**src/rtl/instr_cache_assoc_if.sv**
```systemverilog
// instr_cache_assoc_if: fetch-side request/response and line-wide fill port of the I-cache.
interface instr_cache_assoc_if #(
   parameter int ADDR_W = 32,
   parameter int LINE_BITS = 256
) ();
   logic                 read_a;
   logic [ADDR_W-1:0]    address_a;
   logic [31:0]          rdata_a;
   logic                 resp_a;
   logic                 pmem_read_a;
   logic [ADDR_W-1:0]    pmem_addr_a;
   logic [LINE_BITS-1:0] pmem_rdata_a;
   logic                 pmem_resp_a;
   modport master (
      output read_a, address_a, pmem_rdata_a, pmem_resp_a,
      input  rdata_a, resp_a, pmem_read_a, pmem_addr_a
   );
   modport slave (
      input  read_a, address_a, pmem_rdata_a, pmem_resp_a,
      output rdata_a, resp_a, pmem_read_a, pmem_addr_a
   );
endinterface

```
**src/rtl/instr_cache_assoc.sv**
```systemverilog
// instr_cache_assoc: read-only N-way set-associative I-cache with whole-cache flush,
// invalid-first/round-robin replacement and saturating hit/miss counters.
module instr_cache_assoc #(
   parameter int WAYS = 2,
   parameter int SETS = 8,
   parameter int LINE_BITS = 256,
   parameter int ADDR_W = 32,
   parameter int CNT_W = 32
) (
   input  logic               clk,
   input  logic               rst_n,
   instr_cache_assoc_if.slave bus,
   input  logic               flush,
   output logic [CNT_W-1:0]   hit_count,
   output logic [CNT_W-1:0]   miss_count
);
   localparam int OFF = $clog2(LINE_BITS/8);
   localparam int IDX = $clog2(SETS);
   localparam int TAG = ADDR_W-IDX-OFF;
   localparam int WB = WAYS > 1 ? $clog2(WAYS) : 1;
   typedef enum logic {IDLE, FILL} state_t;
   state_t state, state_nx;
   logic [WAYS-1:0] valid [SETS];
   logic [TAG-1:0] tags [SETS][WAYS];
   logic [LINE_BITS-1:0] data [SETS][WAYS];
   logic [WB-1:0] ptr [SETS];
   logic [WB-1:0] hit_way, inv_way, victim;
   logic hit, has_inv, vic_by_ptr, flush_pend, replay;
   logic [ADDR_W-1:0] fill_addr;
   logic [IDX-1:0] idx, fidx;
   logic [TAG-1:0] tag, ftag;
   logic [OFF-3:0] word;
   logic unused;
   assign idx = bus.address_a[IDX+OFF-1:OFF];
   assign tag = bus.address_a[ADDR_W-1:IDX+OFF];
   assign word = bus.address_a[OFF-1:2];
   assign fidx = fill_addr[IDX+OFF-1:OFF];
   assign ftag = fill_addr[ADDR_W-1:IDX+OFF];
   assign unused = ^bus.address_a[1:0];
   assign bus.pmem_addr_a = fill_addr;
   assign bus.rdata_a = bus.resp_a ? data[idx][hit_way][{word, 5'b0} +: 32] : '0;
   // Descending scan so the lowest-numbered invalid way wins.
   always_comb begin
      hit = 1'b0;
      hit_way = '0;
      has_inv = 1'b0;
      inv_way = '0;
      for (int w = WAYS-1; w >= 0; w--) begin
         if (valid[idx][w] && tags[idx][w] == tag) begin
            hit = 1'b1;
            hit_way = WB'(w);
         end
         if (!valid[idx][w]) begin
            has_inv = 1'b1;
            inv_way = WB'(w);
         end
      end
   end
   always_comb begin
      state_nx = state;
      bus.resp_a = 1'b0;
      bus.pmem_read_a = 1'b0;
      if (state == IDLE) begin
         bus.resp_a = bus.read_a && hit;
         state_nx = bus.read_a && !hit ? FILL : IDLE;
      end else begin
         bus.pmem_read_a = 1'b1;
         state_nx = bus.pmem_resp_a ? IDLE : FILL;
      end
   end
   always_ff @(posedge clk or negedge rst_n) begin
      if (!rst_n) begin
         state <= IDLE;
         fill_addr <= '0;
         victim <= '0;
         vic_by_ptr <= 1'b0;
         flush_pend <= 1'b0;
         replay <= 1'b0;
         hit_count <= '0;
         miss_count <= '0;
         for (int s = 0; s < SETS; s++) begin
            valid[s] <= '0;
            ptr[s] <= '0;
         end
      end else begin
         state <= state_nx;
         if (state == IDLE) begin
            if (bus.read_a && hit) begin
               replay <= 1'b0;
               if (!replay && hit_count != '1) hit_count <= hit_count + 1'b1;
            end
            if (bus.read_a && !hit) begin
               if (miss_count != '1) miss_count <= miss_count + 1'b1;
               victim <= has_inv ? inv_way : ptr[idx];
               vic_by_ptr <= !has_inv;
               fill_addr <= {bus.address_a[ADDR_W-1:OFF], OFF'(0)};
            end
            if (flush)
               for (int s = 0; s < SETS; s++) begin
                  valid[s] <= '0;
                  ptr[s] <= '0;
               end
         end else begin
            if (flush) begin
               flush_pend <= 1'b1;
               for (int s = 0; s < SETS; s++) valid[s] <= '0;
            end
            // A flush seen at any point of the fill leaves the arriving line invalid.
            if (bus.pmem_resp_a) begin
               valid[fidx][victim] <= !(flush_pend || flush);
               if (vic_by_ptr && WAYS > 1) ptr[fidx] <= ptr[fidx] + 1'b1;
               flush_pend <= 1'b0;
               replay <= 1'b1;
            end
         end
      end
   end
   always_ff @(posedge clk)
      if (state == FILL && bus.pmem_resp_a) begin
         tags[fidx][victim] <= ftag;
         data[fidx][victim] <= bus.pmem_rdata_a;
      end
endmodule

```
**src/flat_wrapper.sv**
```systemverilog
// flat-port wrapper written by rule: the top's interface ports become plain ports
module instr_cache_assoc_flat 
#(
   parameter int WAYS = 2,
   parameter int SETS = 8,
   parameter int LINE_BITS = 256,
   parameter int ADDR_W = 32,
   parameter int CNT_W = 32
)
  (clk, rst_n, flush, hit_count, miss_count, bus_read_a, bus_address_a, bus_pmem_rdata_a, bus_pmem_resp_a, bus_rdata_a, bus_resp_a, bus_pmem_read_a, bus_pmem_addr_a);
  instr_cache_assoc_if #(.ADDR_W(ADDR_W), .LINE_BITS(LINE_BITS)) bus_i ();
  input  logic clk;
  input  logic rst_n;
  input  logic flush;
  output logic [CNT_W-1:0] hit_count;
  output logic [CNT_W-1:0] miss_count;
  input wire logic [$bits(bus_i.read_a)-1:0] bus_read_a;
  input wire logic [$bits(bus_i.address_a)-1:0] bus_address_a;
  input wire logic [$bits(bus_i.pmem_rdata_a)-1:0] bus_pmem_rdata_a;
  input wire logic [$bits(bus_i.pmem_resp_a)-1:0] bus_pmem_resp_a;
  output wire logic [$bits(bus_i.rdata_a)-1:0] bus_rdata_a;
  output wire logic [$bits(bus_i.resp_a)-1:0] bus_resp_a;
  output wire logic [$bits(bus_i.pmem_read_a)-1:0] bus_pmem_read_a;
  output wire logic [$bits(bus_i.pmem_addr_a)-1:0] bus_pmem_addr_a;
  assign bus_i.read_a = bus_read_a;
  assign bus_i.address_a = bus_address_a;
  assign bus_i.pmem_rdata_a = bus_pmem_rdata_a;
  assign bus_i.pmem_resp_a = bus_pmem_resp_a;
  assign bus_rdata_a = bus_i.rdata_a;
  assign bus_resp_a = bus_i.resp_a;
  assign bus_pmem_read_a = bus_i.pmem_read_a;
  assign bus_pmem_addr_a = bus_i.pmem_addr_a;
  instr_cache_assoc #(.WAYS(WAYS), .SETS(SETS), .LINE_BITS(LINE_BITS), .ADDR_W(ADDR_W), .CNT_W(CNT_W)) u_core (.clk(clk), .rst_n(rst_n), .bus(bus_i), .flush(flush), .hit_count(hit_count), .miss_count(miss_count));
endmodule
```
**config.mk**
```make
export PLATFORM = sky130hd
export DESIGN_NAME = instr_cache_assoc_flat
export DESIGN_NICKNAME = d
export VERILOG_FILES = /design/src/rtl/instr_cache_assoc_if.sv /design/src/rtl/instr_cache_assoc.sv /design/src/flat_wrapper.sv
export SDC_FILE = /design/constraint.sdc
export NUM_CORES = 2
export LEC_CHECK = 0
export ABC_CLOCK_PERIOD_IN_PS = 33400
export BUFFER_PORTS_ARGS = -buffer_cell sky130_fd_sc_hd__buf_2
export CORE_MARGIN = 4
export CORE_UTILIZATION = 40
export CTS_BUF_LIST = sky130_fd_sc_hd__clkbuf_2 sky130_fd_sc_hd__clkbuf_4 sky130_fd_sc_hd__clkbuf_8
export DETAILED_ROUTE_END_ITERATION = 8
export SLEW_MARGIN = 20
export SYNTH_ARGS = -nofsm -noshare
export SYNTH_HDL_FRONTEND = slang
export SYNTH_MEMORY_MAX_BITS = 65536
export SYNTH_SLANG_ARGS = --single-unit
```
**constraint.sdc**
```tcl
create_clock -name clk -period 33.4 [get_ports clk]
set_input_delay 1.67 -clock clk [delete_from_list [all_inputs] [get_ports clk]]
set_output_delay 1.67 -clock clk [all_outputs]
set_load 0.02 [all_outputs]
```
==> key figures <==
Detailed routing
  – Average routed wire per standard cell: 30.6 um
  – DRT iter0 DRCs: 8896
  – Via density: 5.69
  – Pre-antenna DRT Iters: 6
  – Via count: 88.5k
  – Post-DRT Antenna Nets: 0
  – # DRC: 0
  – WL final: 476 mm

Clocking
  – Clock Latency Late Sink: 1.24 ns
  – CTS tree: done
  – Hold_buf cts: 0
  – CTS Sinks: 4600
  – Max H-tree Level: 6
  – Clock transition at path regs: 0.06 ns
  – Total CTS buffers: 733
  – Cts repair resizes: 0
  – Clk buf depth: 4
  – Postcts setup bufs: 0
  – Root buf cell: clkbuf_8

STA
  – Max Transition Viols Final: 0
  – Setup Viol. Count Final: 0
  – Final period utilization: 34.2%
  – Fin crit period: 11.41 ns
  – Setup TNS: 0 ns
  – Slew HR: 17.1%
  – Unrepaired setup endpoints after global routing: no
  – Final Hold Slack: 0.471 ns
  – Final hold viol count: 0
  – Peak Freq: 0.0876 GHz
  – Slew of the pin with the lowest slew margin: 1.24 ns
  – Max Clock Skew: 0.0808 ns

Logic synthesis
  – Ys flop type: edfxtp_1
  – Post-synthesis compound-gate area fraction: 2.33%
  – Register area share after synthesis: 77.9%
  – Post-synth ARST share: 2.61%
  – Synth Area in Adders: 0.0142%
  – Netlist cell types: 69
  – Area share of and/or/nand/nor cells after synthesis: 2.43%
  – Number of warnings issued by yosys: 0
  – Post-synthesis mux area share: 15.7%
  – Mapped Cells: 8092
  – Yosys reg bits: 4600
  – Post-synth EDFFs: 4480
  – Post-synthesis cell area: 0.176 sq mm
  – Largest family of logic cells by synthesized area: multiplexers
  – XOR/XNOR Fraction of Synth Area: 0.452%
  – Avg Cell Area, Syn: 21.8 sq um

Place
  – IO Port Bufs: 415
  – # placed instances: 14.2k
  – GPL Wtd Cong: 0.802
  – DP HPWL: 264 mm

Setup path
  – Reg-to-reg startpoint: u_core.state
  – Critical Path Slowest Stage Cell: buf_4
  – Kind of critical path: in2out
  – Kind of end point of the critical path: output port
  – Startpoint types: input pin
  – CP startpoint: bus_address_a[6]
  – Reg2reg path depth: 6
  – Worst path most repeated cell: buf_4
  – WP buf/inv: 6
  – WP data required: 31.73 ns
  – Critical path's top delay family: buffers and inverters
  – Arrival time at the worst endpoint: 9.74 ns
  – Max incr delay on CP: 0.84 ns
  – R2R setup slack: 27.45 ns
  – Max Fanout on Critical Path: 78
  – Worst reg2reg path endpoint: u_core.data[0][336]
  – Critical Path, Cell by Cell: buf_8 > buf_4 > mux4_2 > mux2i_1 > xor2_1 > nand3_1 > or4bb_1 > or4b_1 > nand2_4 > buf_4 > buf_4 > buf_4 > mux2i_1 > a22oi_1 > nand2_1 > a221oi_2 > buf_2

Die
  – Die Height: 672 um
  – Initial core utilization: 40.2%
  – Core area: 0.439 sq mm
  – FP Rows: 243
  – Width of the die: 672 um
  – Die ar.: 0.452 sq mm
  – IO Pins: 423

Layout
  – Fin cells: 15.5k
  – Fin nets: 9312
  – Most common cell after layout, fill and taps aside: edfxtp_1
  – Fill cells: 36.5k
  – Area of the multi-input gates: 0.0372 sq mm
  – Commonest non-fill, non-tap cells in the layout: edfxtp_1 (4480), mux4_2 (1090), clkbuf_8 (763)
  – Layout cells sized above 1: 31.1%
  – Reg area: 0.138 sq mm
  – Syn-to-layout area delta: 13.7%

Power and ir drop
  – Peak supply drop: 0.0465 mV
  – Static Leak: 64.7 nW
  – Pwr/cell area: 59.4 mW/mm^2

Global route
  – Largest net degree at the start of global routing: 104
  – First-pass GRT wire length: 676 mm
  – Initial antenna violation count: 178
  – Gr ovfl total: 0
  – GRT Overall Usage: 20.7%
  – Vias in the first global route: 91.2k

Job
  – Maxcap violations: 0

Min path
  – Hold Crit Class: in2async

Outcome
  – Status: finished, final reports clean
## layout make-up
class / instances / share of cell area, %
inverter: 20 / 0.0405
timing repair buffer: 626 / 1.98
antenna: 62 / 0.0773
tap: 5880 / 3.67
multi-input combinational: 3036 / 18.5
sequential: 4600 / 68.5
clock buffer: 1014 / 6.17
clock inverter: 308 / 1.00
## logic make-up after synthesis
| group | after synthesis |
|---|---|
| compound gates | 581 |
| buf+inv | 460 |
| fa+ha+maj | 2 |
| xor+xnor | 91 |
| simple gates | 964 |
| other cells | 1 |
| flops | 4600 |
| mux | 1393 |
## metal layers
layer / global-route usage (%) / routed length [um] / vias up
met5: 0 / 604 / -
met4: 6.33 / 15100 / 88
met3: 4.44 / 39100 / 925
met2: 33.8 / 231000 / 3865
met1: 27.9 / 190000 / 47551
li1: - / - / 36052
## synthesized netlist by cell type (5+ instances only)
master / count / area share, %
nor3_1: 29 / 0.082
buf_1: 73 / 0.16
and2_1: 10 / 0.035
a221oi_2: 20 / 0.17
a22oi_1: 53 / 0.23
edfxtp_1: 4480 / 76
a311o_1: 26 / 0.15
a22o_1: 25 / 0.12
a211oi_1: 18 / 0.077
mux2_1: 18 / 0.11
buf_6: 8 / 0.051
o22ai_1: 182 / 0.65
and4_1: 12 / 0.060
o21a_1: 5 / 0.021
o211ai_1: 34 / 0.14
nand3b_1: 8 / 0.034
nor2_1: 290 / 0.62
a32oi_1: 7 / 0.035
nor2b_1: 10 / 0.035
clkbuf_1: 253 / 0.54
o21ai_0: 39 / 0.11
a31oi_1: 78 / 0.28
or3_1: 55 / 0.20
inv_1: 18 / 0.038
buf_2: 79 / 0.22
a21oi_1: 36 / 0.10
xnor2_1: 61 / 0.30
dfrtp_1: 120 / 1.7
nand4_1: 25 / 0.089
nand3_1: 68 / 0.19
or4_1: 12 / 0.051
xor2_1: 30 / 0.15
and3_1: 21 / 0.074
mux2i_1: 220 / 1.2
mux4_2: 1090 / 14
nand2_1: 399 / 0.85
nor4_1: 5 / 0.018
a221oi_1: 5 / 0.025
buf_4: 27 / 0.11
mux2_2: 64 / 0.41
o21ai_1: 21 / 0.060
## sequential cells by signal, summed over array words and instances (netlist names), 8 cells and up
register / cells
u_core.bus.pmem_addr_a: 27
u_core.data: 4096
u_core.hit_count: 32
u_core.miss_count: 32
u_core.ptr: 8
u_core.tags: 384
u_core.valid: 16
## metrics by stage
stage | cell area, sq um | power [mW] | setup WS, ns | util [%]
2_1_floorplan | 176000 | 7.07 | 18.56 | -
3_3_place_gp | 186000 | 7.30 | 21.86 | 42.4
3_5_place_dp | 186000 | 7.33 | 21.82 | 42.4
4_1_cts | 201000 | 12.0 | 21.79 | 45.7
5_1_grt | 201000 | 12.4 | 21.62 | 45.7
6_report | 201000 | 11.9 | 21.99 | 45.7
## where the power goes
group | leakage [nW] | switching, mW | internal [mW]
sequential | 41.9 | 0.0629 | 6.49
combinational | 15.2 | 0.422 | 0.229
clock | 7.62 | 2.21 | 2.51
## worst max path at each step
| stage | to | slack, ns | cells past startpoint |
|---|---|---|---|
| after global placement | bus_rdata_a[8] | 21.86 | 17 |
| after floorplan | u_core.valid[13] | 18.56 | 3 |
| after detailed placement | bus_rdata_a[8] | 21.82 | 17 |
| final | bus_rdata_a[8] | 21.99 | 17 |
| after CTS | bus_rdata_a[8] | 21.79 | 17 |
| after global routing | bus_rdata_a[8] | 21.62 | 17 |
(Power assumes the default switching activity.)
